$ cat src/rtl/mem_stage.sv
// mem_stage: memory-access pipeline stage.
// Registers the EX->MEM bus and load decode, tracks outstanding load data
// with a three-state FSM (idle / waiting for data / data buffered), and
// produces the write-back and forwarding buses combinationally.
// Build option: define MEM_FWD_EN to drive mem_to_rf_bus with the write-back
// triple; otherwise mem_to_rf_bus is tied to zero.
module mem_stage (
  input  logic        clk,
  input  logic        rst,
  input  logic [5:0]  stall,
  input  logic [75:0] ex_to_mem_bus,
  input  logic [4:0]  ex_load_bus,
  input  logic [31:0] data_sram_rdata,
  input  logic        data_sram_rvalid,
  output logic [69:0] mem_to_wb_bus,
  output logic [37:0] mem_to_rf_bus,
  output logic        stallreq_for_mem
);

  localparam logic STOP = 1'b1;

  typedef enum logic [1:0] {
    ST_IDLE = 2'd0,
    ST_WAIT = 2'd1,
    ST_HAVE = 2'd2
  } state_t;

  state_t      state, state_nxt;
  logic [75:0] ex_bus_p1;
  logic [4:0]  load_p1;
  logic [31:0] rdata_buf;
  logic        reg_load, reg_clear, is_load_in, capture_en;
  logic        unused_stall_bits;

  // Load-result extraction: pick byte/half by address, then sign/zero extend.
  function automatic logic [31:0] load_ext(input logic [4:0]  ld,
                                           input logic [1:0]  a,
                                           input logic [31:0] w);
    logic signed [7:0]  b;
    logic signed [15:0] h;
    logic [31:0]        r;
    case (a)
      2'd0:    b = w[7:0];
      2'd1:    b = w[15:8];
      2'd2:    b = w[23:16];
      default: b = w[31:24];
    endcase
    h = a[1] ? w[31:16] : w[15:0];
    r = '0;
    if (ld[4])      r = {{24{b[7]}}, b};
    else if (ld[3]) r = {24'd0, b};
    else if (ld[2]) r = {{16{h[15]}}, h};
    else if (ld[1]) r = {16'd0, h};
    else if (ld[0]) r = w;
    return r;
  endfunction

  assign reg_load   = (stall[3] != STOP);
  assign reg_clear  = (stall[3] == STOP) && (stall[4] != STOP);
  assign is_load_in = ex_to_mem_bus[43] && (ex_to_mem_bus[42:39] == 4'd0) &&
                      (|ex_load_bus);
  assign capture_en = (state == ST_WAIT) && data_sram_rvalid && (stall[4] == STOP);
  assign unused_stall_bits = ^{stall[5], stall[2:0]};

  // ---- EX->MEM boundary: input register (bubble on clear, hold on stall) ----
  always_ff @(posedge clk) begin
    if (rst || reg_clear) begin
      ex_bus_p1 <= '0;
      load_p1   <= '0;
    end else if (reg_load) begin
      ex_bus_p1 <= ex_to_mem_bus;
      load_p1   <= ex_load_bus;
    end
  end

  // FSM state register
  always_ff @(posedge clk) begin
    if (rst) state <= ST_IDLE;
    else     state <= state_nxt;
  end

  // FSM next state: a register reload/clear always re-decides the state
  always_comb begin
    state_nxt = state;
    if (reg_clear)
      state_nxt = ST_IDLE;
    else if (reg_load)
      state_nxt = is_load_in ? ST_WAIT : ST_IDLE;
    else if (capture_en)
      state_nxt = ST_HAVE;
  end

  // Hold read data that arrived while the next stage was stalled
  always_ff @(posedge clk) begin
    if (rst)             rdata_buf <= '0;
    else if (capture_en) rdata_buf <= data_sram_rdata;
  end

  logic [31:0] pc_p1, ex_result_p1, load_word, load_res, rf_wdata;
  logic [4:0]  rf_waddr_p1;
  logic        sel_rf_res_p1, rf_we_p1, rf_we_out, data_missing;

  assign pc_p1         = ex_bus_p1[75:44];
  assign sel_rf_res_p1 = ex_bus_p1[38];
  assign rf_we_p1      = ex_bus_p1[37];
  assign rf_waddr_p1   = ex_bus_p1[36:32];
  assign ex_result_p1  = ex_bus_p1[31:0];

  // Output formation: select load data source and gate write enable
  always_comb begin
    data_missing = (state == ST_WAIT) && !data_sram_rvalid;
    load_word    = (state == ST_HAVE) ? rdata_buf : data_sram_rdata;
    load_res     = load_ext(load_p1, ex_result_p1[1:0], load_word);
    rf_wdata     = ((state != ST_IDLE) && sel_rf_res_p1) ? load_res : ex_result_p1;
    rf_we_out    = rf_we_p1 && !data_missing;
  end

  assign stallreq_for_mem = data_missing;
  assign mem_to_wb_bus    = {pc_p1, rf_we_out, rf_waddr_p1, rf_wdata};

`ifdef MEM_FWD_EN
  assign mem_to_rf_bus = {rf_we_out, rf_waddr_p1, rf_wdata};
`else
  assign mem_to_rf_bus = '0;
`endif

endmodule

$ cat config.mk
export PLATFORM = sky130hd
export DESIGN_NAME = mem_stage
export DESIGN_NICKNAME = d
export VERILOG_FILES = /design/src/rtl/mem_stage.sv
export SDC_FILE = /design/constraint.sdc
export NUM_CORES = 1
export LEC_CHECK = 0
export CORE_MARGIN = 8
export CORE_UTILIZATION = 47
export DETAILED_ROUTE_END_ITERATION = 10
export PLACE_DENSITY = 0.95
export SYNTH_ARGS = -nofsm -noshare
export SYNTH_HDL_FRONTEND = slang
export SYNTH_SLANG_ARGS = --single-unit
$ cat constraint.sdc
create_clock -name clk -period 6.62 [get_ports clk]
set_clock_uncertainty 0.2 [all_clocks]
set_input_delay 0.993 -clock clk [delete_from_list [all_inputs] [get_ports clk]]
set_output_delay 0.993 -clock clk [all_outputs]
set_load 0.03 [all_outputs]
==> results of run 1 <==
==> worst paths after layout <==
path,from,endpoint,slack [ps]
hold reg to reg,rdata_buf[19],rdata_buf[19],260
hold / removal,rdata_buf[19],rdata_buf[19],260
setup / recovery,data_sram_rdata[31],mem_to_wb_bus[28],1600
setup reg to reg,state[0],state[1],4920
==> state kept, by name, indices dropped and copies added, names as in the netlist <==
| name | count |
|---|---|
| ex_bus_p1 | 71 |
| state | 2 |
| load_p1 | 5 |
| rdata_buf | 32 |
==> layout by cell type, fill, tap and decap left out, drive strengths merged, types with 3 or more instances in the layout <==
| cell type | n |
|---|---|
| nor2 | 86 |
| nor2b | 5 |
| o21ai | 25 |
| mux2i | 109 |
| clkinv | 3 |
| nand3 | 4 |
| nand2 | 83 |
| buf | 9 |
| o32a | 6 |
| o22ai | 15 |
| clkdlybuf4s50 | 187 |
| a221o | 8 |
| conb | 38 |
| dfxtp | 110 |
| inv | 6 |
| o2111ai | 10 |
| nor3 | 9 |
| a21oi | 39 |
| clkbuf | 9 |
==> Yosys cell counts, types with 2 or more instances <==
cell type  number
dfxtp_1       110
mux2i_1       109
nor2_1         86
nand2_1        83
buf_4          77
a21oi_1        39
clkbuf_1       31
o21ai_0        24
o22ai_1        15
o2111ai_1      10
a221o_1         8
nor3_1          8
o32a_1          6
buf_1           5
nor2b_1         5
buf_2           4
inv_1           4
nand3_1         4
o21a_1          2
or4_1           2
==> critical path, cell delays in order <==
cell and delay, ps:
clkdlybuf4s50_1 520, mux2i_1 190, mux4_2 560, or3_1 580
o2111ai_1 240, clkdlybuf4s50_1 730
==> logic make-up after synthesis <==
family	count (synthesis)	synth area share
simple gates	194	0.141
flops	110	0.395
buf+inv	122	0.136
mux	110	0.200
compound gates	111	0.126
other cells	1	0.000673
==> stage by stage <==
step | setup WS (ps) | utilization
floorplan | 2930 | -
global placement | 1620 | 0.616
detailed placement | 1620 | 0.616
CTS | 1630 | 0.640
global route | 1480 | 0.640
finish | 1600 | 0.640
==> power groups by stage <==
stage,logic (W),clock network (W),registers (W)
5_1_grt,0.000321,0.000559,0.000703
3_5_place_dp,0.000301,0,0.000715
3_3_place_gp,0.000298,0,0.000714
4_1_cts,0.000302,0.000530,0.000700
6_report,0.000303,0.000519,0.000700
2_1_floorplan,0.000198,0,0.000710
==> cell type report <==
cell class              instances  area share
clock buffers                   9      0.0305
clock inverters                 7     0.00781
inverters                       4     0.00204
multi-input cells             453       0.374
flip-flops and latches        110       0.299
well taps                     143      0.0243
repair buffers                196       0.263
==> routing by layer <==
layer | vias to the layer above | wire, um | global-route usage | share of wire
li1 | 2374 | - | - | -
met1 | 2258 | 6410 | 0.233 | 0.37
met2 | 268 | 8160 | 0.362 | 0.47
met3 | 32 | 2260 | 0.108 | 0.13
met4 | 0 | 391 | 0.0681 | 0.023
met5 | - | 0 | 0 | 0
==> impl_metrics.toml, run 1 <==
[layout]
areaGrowthSynthToFinish_pct = 32.4
drive_gt1_frac = 0.0398
fill_cells = 949
design_area_mm2 = 0.00737
diodes = 0
fin_cells = 922
ff_latch_area_mm2 = 0.00220
final_nets = 896
multi_input_area_mm2 = 0.00275

[setup_path]
reg2regPathDepth = 5
critical_path_class = "input port to output port"
crit_required_ps = 5430
end_kind = "output port"
cp.arrival_ps = 3830
cp-start-kind = "input port"
crit_fanout = 16

[global_routing]
grt_start_max_net_pins = 52
antenna_found_initial = 0
grt_pass1_vias = 5085
grt_use_total = 0.216
gr-total-overflow = 0
grt_pass1_wl_um = 27000

[route]
ant_nets = 0
firstDrtPassIters = 5
avgViaCountPerCell = 5.35
drtIter0Drc = 439
vias = 4932
drc = 0
routedWlPerCell_um = 18.7
wirelength_um = 17200

[status]
status = "finished, final reports clean"

[synth]
ys_seq_area_frac = 0.395
ys_warn_count = 0
yosysTopAreaCell = "dfxtp_1"
syn_area_mm2 = 0.00557
ys_top_cells_by_area = "dfxtp_1 (40%), mux2i_1 (20%), buf_4 (10%)"
synthArstFlopShare = 0
ys_ff_latch = 110
synth-edff-count = 0
netlist_instances = 648
avgSynthCellArea_um2 = 8.59
dominantRegCellSynth = "dfxtp_1"
synth.top_cell.area_share = 0.395
ys_types = 36

[power_and_ir_drop]
power.leakage_nw = 3.14
switching_share = 0.287
p_int_w = 0.00108
p_per_area_mw_per_mm2 = 206
clkPwrFrac = 0.341
power.switching_w = 0.000437
p_total_w = 0.00152
vdd_drop_max_v = 0.000176
pwr-share-seq = 0.460
comb_power_share = 0.199

[job]
drv_cap = 0

[timing]
max_freq_mhz = 199
final.setup.tns_ps = 0
hold_viol = 0
fin_crit_ps = 5020
period_share = 0.758
maxSlewViolCount = 0
holdWs_ps = 256
worst_pin_slew_ps = 819
rsz0062_at_grt = "no"
setup_viol = 0
relSlewSlack = 0.449

[cts]
cts.sinks = 110
postCtsSetupBuffers = 0
cts_buffers = 9
path_clk_slew_ps = 80
clk_latency_ps = 340
holdBufCountCts = 0
cts_buffer_depth = 2
h-tree-depth = 3
cts_tree = "done"
ctsResizeCount = 0
clockRootBuffer = "clkbuf_16"

[place]
dp_cells = 906
numPortBuffers = 188
dpl-instance-area_mm2 = 0.00709
dp_hpwl_um = 13000
place_congestion = 0.894

[floorplanning]
die_area_mm2 = 0.0156
die_w_um = 125
rows = 39
die_h_um = 125
core_mm2 = 0.0115
pin_count = 231
start_util = 0.484

[worst_hold_path]
hold_depth = 2
worstHoldPathType = "register to register"
Note: power is estimated with default switching activity, not from simulation.
==> inputs of run 2 (changes only) <==
--- a/config.mk
+++ b/config.mk
@@ -6,9 +6,9 @@
 export NUM_CORES = 1
 export LEC_CHECK = 0
 export CORE_MARGIN = 8
-export CORE_UTILIZATION = 47
+export CORE_UTILIZATION = 39
 export DETAILED_ROUTE_END_ITERATION = 10
-export PLACE_DENSITY = 0.95
+export PLACE_DENSITY = 0.88
 export SYNTH_ARGS = -nofsm -noshare
 export SYNTH_HDL_FRONTEND = slang
 export SYNTH_SLANG_ARGS = --single-unit
==> constraint.sdc (replaced) <==
create_clock -name clk -period 4.4 [get_ports clk]
set_clock_uncertainty 0.2 [all_clocks]
set_input_delay 0.66 -clock clk [delete_from_list [all_inputs] [get_ports clk]]
set_output_delay 0.66 -clock clk [all_outputs]
set_load 0.03 [all_outputs]
==> run 2 against run 1 <==
  * Sequential cell count is the same
  * Power increased by 56%
  * Critical path depth did not move
  * Largest cell class unchanged
  * Largest power group unchanged
==> impl_metrics.toml, run 2 (synthesis gave the netlist of run 1 again) <==
[cts]
cts_buffer_depth = 2
path_clk_slew_ps = 70
holdBufCountCts = 0
clk_latency_ps = 350
clockRootBuffer = "clkbuf_16"
cts_tree = "done"
postCtsSetupBuffers = 0
cts.sinks = 110
h-tree-depth = 3
ctsResizeCount = 0
cts_buffers = 9

[global_routing]
antenna_found_initial = 0
grt_pass1_vias = 4867
grt_use_total = 0.183
grt_start_max_net_pins = 42
grt_pass1_wl_um = 26000
gr-total-overflow = 0

[setup_path]
cp-start-kind = "input port"
worst-r2r-setup-slack_ps = 2710
end_kind = "output port"
crit_required_ps = 3540
crit_fanout = 16
critical_path_class = "input port to output port"
cp.arrival_ps = 3340

[timing]
max_freq_mhz = 238
holdWs_ps = 253
relSlewSlack = 0.428
rsz0062_at_grt = "no"
period_share = 0.955
final.setup.tns_ps = 0
maxSlewViolCount = 0
hold_viol = 0
worst_pin_slew_ps = 851
fin_crit_ps = 4200
setup_viol = 0

[power_and_ir_drop]
power.leakage_nw = 3.20
p_per_area_mw_per_mm2 = 315
p_total_w = 0.00238
vdd_drop_max_v = 0.000295

[route]
ant_nets = 0
avgViaCountPerCell = 5.09
wirelength_um = 17500
drtIter0Drc = 325
drc = 0
routedWlPerCell_um = 18.2
vias = 4894
firstDrtPassIters = 5

[floorplanning]
start_util = 0.400
die_h_um = 135
core_mm2 = 0.0139
rows = 43
die_area_mm2 = 0.0184
die_w_um = 135
pin_count = 231

[layout]
largest_reg_flops = 71
areaGrowthSynthToFinish_pct = 35.4
reg.largest.list = "ex_bus_p1 x71, rdata_buf x32, load_p1 x5"
diodes = 0
drive_gt1_frac = 0.0499
final_nets = 899
fin_cells = 962
fin_util = 0.541
layout_common_cells = "clkdlybuf4s50_1 (182), dfxtp_1 (110), mux2i_1 (109), nor2_1 (86), nand2_1 (83)"
regMostFlops = "ex_bus_p1"
final_common_cell = "clkdlybuf4s50_1"

[worst_hold_path]
worstHoldPathType = "register to register"

[place]
numPortBuffers = 188
dp_cells = 946
dp_hpwl_um = 13500
place_congestion = 0.945

[status]
status = "finished, final reports clean"

[job]
drv_cap = 0
==> run 2: area by class of cell <==
class	count	area [um2]
Timing Repair Buffer	199	2020
Tap cell	180	225
Multi-Input combinational cell	453	2750
Sequential cell	110	2200
Inverter	4	15.0
Fill cell	1270	6390
Clock inverter	5	66.3
Clock buffer	11	253
==> run 2: metal layers <==
metal,up-vias,track usage,share of wire
met1,2261,0.187,0.36
met5,-,0,0
met2,235,0.321,0.49
li1,2378,-,-
met3,20,0.0927,0.13
met4,0,0.0531,0.018
==> run 2: report_power, final <==
group	switching [W]	internal [W]
Clock	0.000380	0.000479
Combinational	0.000248	0.000217
Sequential	0.0000232	0.00103
==> run 2: through the flow <==
| step | instance area (um2) | worst slack (ps) |
|---|---|---|
| after global routing | 7540 | 119 |
| after floorplan | 5710 | 1350 |
| after global placement | 7220 | 279 |
| after CTS | 7540 | 201 |
| final | 7540 | 196 |
| after detailed placement | 7220 | 224 |
==> run 2: critical path, stage by stage <==
cell and delay, ps:
clkdlybuf4s50_1 480, mux2i_1 180, mux4_2 540, or3_1 550, o2111ai_1 190, clkdlybuf4s50_1 730
==> run 2: final timing paths <==
kind | cells past startpoint | start | endpoint
worst min register to register | 2 | rdata_buf[21] | rdata_buf[21]
worst max-delay path | 6 | data_sram_rdata[23] | mem_to_wb_bus[17]
worst min-delay path | 2 | rdata_buf[21] | rdata_buf[21]
worst max register to register | 5 | state[0] | state[1]
